**src/rtl/dadda_err_monitor.sv**
```systemverilog
// Error-characterisation stage for an 8x8 approximate Dadda multiplier:
// recomputes the exact product and accumulates error statistics over a window of 2^LOG2_SAMPLES samples.
//
// state | meaning
// IDLE  | waiting for start, nothing accepted
// RUN   | accepting samples until N have been taken
// DRAIN | pipeline emptying into the accumulators
// DONE  | results valid and held until the next start
module dadda_err_monitor #(
    parameter int WIDTH        = 8,
    parameter int LOG2_SAMPLES = 8
) (
    input  logic                            clk,
    input  logic                            rst_n,
    input  logic                            start,
    input  logic                            in_valid,
    output logic                            in_ready,
    input  logic [WIDTH-1:0]                in1,
    input  logic [WIDTH-1:0]                in2,
    input  logic [2*WIDTH-1:0]              approx_prod,
    output logic                            busy,
    output logic                            result_valid,
    output logic [LOG2_SAMPLES:0]           err_count,
    output logic [2*WIDTH+LOG2_SAMPLES-1:0] sum_ed,
    output logic [2*WIDTH-1:0]              max_ed
);

    localparam int PW = 2 * WIDTH;
    localparam logic [LOG2_SAMPLES:0] LAST_IDX = {1'b0, {LOG2_SAMPLES{1'b1}}};

    typedef enum logic [1:0] {IDLE, RUN, DRAIN, DONE} state_t;

    state_t                state, state_nxt;
    logic [LOG2_SAMPLES:0] sample_cnt;
    logic                  s1_valid, s2_valid, s2_err;
    logic [PW-1:0]         s1_exact, s1_approx, s2_ed;
    logic [PW-1:0]         prod_c, ed_abs;
    logic [PW:0]           diff_pos, diff_neg;
    logic                  accept, open_win, last_sample;

    assign in_ready     = (state == RUN);
    assign busy         = (state == RUN) || (state == DRAIN);
    assign result_valid = (state == DONE);

    assign accept      = in_valid && in_ready;
    assign open_win    = start && ((state == IDLE) || (state == DONE));
    assign last_sample = accept && (sample_cnt == LAST_IDX);

    assign prod_c = {{WIDTH{1'b0}}, in1} * {{WIDTH{1'b0}}, in2};

    // One extra bit so the sign of approx - exact is visible; the magnitude always fits in PW bits.
    assign diff_pos = {1'b0, s1_approx} - {1'b0, s1_exact};
    assign diff_neg = {1'b0, s1_exact} - {1'b0, s1_approx};
    assign ed_abs   = diff_pos[PW] ? diff_neg[PW-1:0] : diff_pos[PW-1:0];

    always_ff @(posedge clk or negedge rst_n) begin
        if (!rst_n) begin
            state <= IDLE;
        end else begin
            state <= state_nxt;
        end
    end

    always_comb begin
        state_nxt = state;
        case (state)
            IDLE:    if (start) state_nxt = RUN;
            RUN:     if (last_sample) state_nxt = DRAIN;
            DRAIN:   if (!s1_valid && !s2_valid) state_nxt = DONE;
            DONE:    if (start) state_nxt = RUN;
            default: state_nxt = IDLE;
        endcase
    end

    always_ff @(posedge clk or negedge rst_n) begin
        if (!rst_n) begin
            sample_cnt <= '0;
            s1_valid   <= 1'b0;
            s1_exact   <= '0;
            s1_approx  <= '0;
            s2_valid   <= 1'b0;
            s2_ed      <= '0;
            s2_err     <= 1'b0;
        end else if (open_win) begin
            sample_cnt <= '0;
            s1_valid   <= 1'b0;
            s2_valid   <= 1'b0;
        end else begin
            if (accept) begin
                sample_cnt <= sample_cnt + 1'b1;
                s1_exact   <= prod_c;
                s1_approx  <= approx_prod;
            end
            s1_valid <= accept;
            s2_valid <= s1_valid;
            if (s1_valid) begin
                s2_ed  <= ed_abs;
                s2_err <= |ed_abs;
            end
        end
    end

    // Widths are sized so a full window of worst-case errors cannot wrap.
    always_ff @(posedge clk or negedge rst_n) begin
        if (!rst_n) begin
            err_count <= '0;
            sum_ed    <= '0;
            max_ed    <= '0;
        end else if (open_win) begin
            err_count <= '0;
            sum_ed    <= '0;
            max_ed    <= '0;
        end else if (s2_valid) begin
            err_count <= err_count + {{LOG2_SAMPLES{1'b0}}, s2_err};
            sum_ed    <= sum_ed + {{LOG2_SAMPLES{1'b0}}, s2_ed};
            if (s2_ed > max_ed) max_ed <= s2_ed;
        end
    end

endmodule

```
**config.mk**
```make
export PLATFORM = sky130hd
export DESIGN_NAME = dadda_err_monitor
export DESIGN_NICKNAME = d
export VERILOG_FILES = /design/src/rtl/dadda_err_monitor.sv
export SDC_FILE = /design/constraint.sdc
export NUM_CORES = 1
export LEC_CHECK = 0
export CORE_UTILIZATION = 59
export DETAILED_ROUTE_END_ITERATION = 8
export MAX_ROUTING_LAYER = met4
export PLACE_DENSITY = 0.82
export SLEW_MARGIN = 20
export SYNTH_ARGS = -nofsm -noshare
export SYNTH_HDL_FRONTEND = slang
export SYNTH_SLANG_ARGS = --single-unit
```
**constraint.sdc**
```tcl
create_clock -name clk -period 3.8 [get_ports clk]
set_input_delay 0.38 -clock clk [delete_from_list [all_inputs] [get_ports clk]]
set_output_delay 0.38 -clock clk [all_outputs]
set_load 0.02 [all_outputs]
```
==> metrics.yaml <==
sta:
  final_hold_viol_count: 0
  layout_setup_ws_ns: 0.05254
  post-route-min-period_ns: 3.747
  setup_viol: 0
  period_share_pct: 98.62
  fmax_mhz: 266.8
  worst_slew_pin_slew_ns: 1.031
  skew_ns: 0.01336
  rsz0062_at_grt: "yes"
  slew_violations: 0
  relSlewSlack_pct: 31.23
  hold_ws_ns: 0.1224
cells_and_area:
  fillerInstances: 1130
  n_antenna_cell: 0
  fin_area_um2: 11200
  area_delta_synth_final_pct: 19.32
  nets: 1337
  drive_gt1_share_pct: 11.29
  layout_common_cells: "111 x dfrtp_1, 109 x inv_1, 101 x ha_1"
  layout_commonest_cell: "dfrtp_1"
detailed_routing:
  ant_nets: 0
  wl_met2_um: 10650
  route.met3.wl_um: 724
  drtIter0Drc: 434
  route.detailed.drc: 0
  viasPerCell: 5.716
  routed_wl_um: 21480
  first_pass_iters: 5
  vias: 7836
  met1_length_um: 9266
  post_drt_wl_per_cell_um: 15.67
  highest_layer: "met4"
global_routing:
  grt_pass1_vias: 7701
  grt_usage_pct: 28.41
  antenna_found_initial: 0
  grt-ovfl-total: 0
  grt_max_degree: 71
  grt_pass1_wl_um: 36010
die:
  fp.dieArea_um2: 16410
  ios: 88
  initial_utilization_pct: 61.04
  fp.dieH_um: 128.1
  coreArea_um2: 15370
  rows: 45
  chipWidth_um: 128.1
place:
  placed_area_um2: 10810
  place.port_buffers: 87
  dp_slack_ns: -0.8208
  hpwlAfterDp_um: 16300
  gp_congestion: 0.9076
clocking:
  root_buffer: "clkbuf_16"
  clk_latency_ns: 0.36
  clk_pin_slew_ns: 0.08
  htree_levels: 3
  cts.sinks: 111
  cts_tree: "yes"
  cts_made_buffers: 9
  clockBufferDepth: 2
worst_setup_path:
  regToRegSetupSlack_ns: 0.68
  critical_path_class: "input port to register"
  critPathMostFrequentCell: "fa_1"
  crit_family: "adder cells"
  crit_chain: "buf_12 -> and2_4 -> fa_2 -> fa_1 -> inv_1 -> fa_1 -> fa_1 -> inv_2 -> ha_4 -> o21ai_4 -> a21boi_4 -> o21ai_4 -> a21oi_4 -> o2111ai_2 -> a31oi_1 -> xnor2_1 -> o21ai_1"
  r2r_cells: 11
  cp-end-kind: "register"
  max_stage_delay_ns: 0.55
  reg2reg_from: "s1_exact[2]"
  worst_ep_required_time_ns: 4.03
  arrival_ns: 3.98
  crit_fanout: 7
  critPathLaunchType: "input port"
  r2r_end: "s2_err"
  crit_buf_inv: 3
  crit_slowest_cell: "fa_1"
yosys:
  ys_top_cells_by_area: "dfrtp_1 30%, ha_1 14%, fa_1 8.3%"
  avgSynthCellArea_um2: 9.022
  synth-edff-count: 0
  ys_warn_count: 0
  synth_top_area_cell: "dfrtp_1"
  syn_nets: 1222
  ys_types: 68
  synth_flop_cell: "dfrtp_1"
  ys_seq_area_share_pct: 29.60
  ys_ff_latch: 111
  synthCells: 1040
  synthesis.area_um2: 9383
  ys_async_sr_fraction_pct: 100.0
  synth_top_area_share_pct: 29.60
flow_run:
  maxCapViolCount: 0
power:
  power_per_cell_area_nw_per_um2: 844.6
  finalPower_mw: 9.456
  peakVddDrop_mv: 0.4253
  leakage_nw: 5.494
min_path:
  hold_path.class: "input port to asynchronous set/reset pin"
run_status:
  status: "complete, no violations"
==> stage by stage <==
stage	cells	TNS (ns)	utilization (%)
after CTS	1369	0	72.54
after floorplan	1040	-0.01900	-
after detailed placement	1351	-5.758	70.32
after global placement	1351	-4.995	70.32
after global routing	1371	-0.1672	72.84
final	1371	0	72.84
==> layout make-up <==
cell class	count	area, µm²	share of cell area (%)
clock inverter	4	52.55	0.4694
tap	211	264.0	2.358
inverter	114	427.9	3.822
sequential	111	2778	24.81
clock buffer	12	246.5	2.202
timing repair buffer	138	1222	10.92
multi-input combinational	781	6205	55.42
==> how the worst max path moves through the flow <==
stage	startpoint	endpoint	slack, ns	cells past startpoint
after floorplan	in1[1]	s1_exact[15]	-0.02	16
after global placement	in1[2]	s1_exact[15]	-0.74	17
after detailed placement	in1[2]	s1_exact[15]	-0.82	17
after CTS	in1[3]	s1_exact[15]	0.003	17
after global routing	in1[2]	s1_exact[15]	-0.09	17
final	in1[2]	s1_exact[15]	0.05	17
==> sequential cells by signal, summed over array words and instances, names as in the netlist <==
name	count
s2_valid	1
err_count	9
max_ed	16
s1_valid	1
s1_exact	16
s2_err	1
sum_ed	24
s1_approx	16
state	2
s2_ed	16
sample_cnt	9
==> synthesized netlist by cell type (17+ instances only) <==
| cell type | count |
|---|---|
| a21o_1 | 18 |
| a21oi_1 | 33 |
| and2_1 | 58 |
| clkbuf_1 | 20 |
| dfrtp_1 | 111 |
| fa_1 | 39 |
| ha_1 | 107 |
| inv_1 | 113 |
| mux2i_1 | 38 |
| nand2_1 | 98 |
| nand2b_1 | 18 |
| nor2_1 | 64 |
| o211ai_1 | 17 |
| o21a_1 | 22 |
| o21ai_0 | 72 |
| xnor2_1 | 18 |
| xor2_1 | 24 |
==> report_power, final <==
group          total, mW  switching [mW]  internal [mW]
logic               6.43            3.62           2.82
clock network      0.975           0.441          0.533
registers           2.05           0.449           1.60
==> layer usage <==
metal,track usage [%],up-vias
met5,-,-
met4,13.22,0
met3,3.005,64
met2,47.95,241
met1,34.29,3769
li1,-,3762
==> kinds of logic (layout without fill, tap and decap cells) <==
| group | after synthesis | in the layout | synth area share, % |
|---|---|---|---|
| mux | 38 | 38 | 4.054 |
| xor+xnor | 43 | 43 | 4.094 |
| simple gates | 329 | 329 | 17.78 |
| flops | 111 | 111 | 29.60 |
| buf+inv | 148 | 268 | 6.201 |
| fa+ha+maj | 146 | 146 | 22.59 |
| compound gates | 225 | 225 | 15.68 |
==> what timing repair did <==
item / CTS / global route
hold buffers: 0 / 0
pin swaps: 18 / 29
gates cloned: 0 / 0
endpoints found under the setup margin: 8 / 6
buffers inserted: 2 / 2
resized for setup: 58 / 32
No activity file was read; power rests on OpenSTA's default activity.
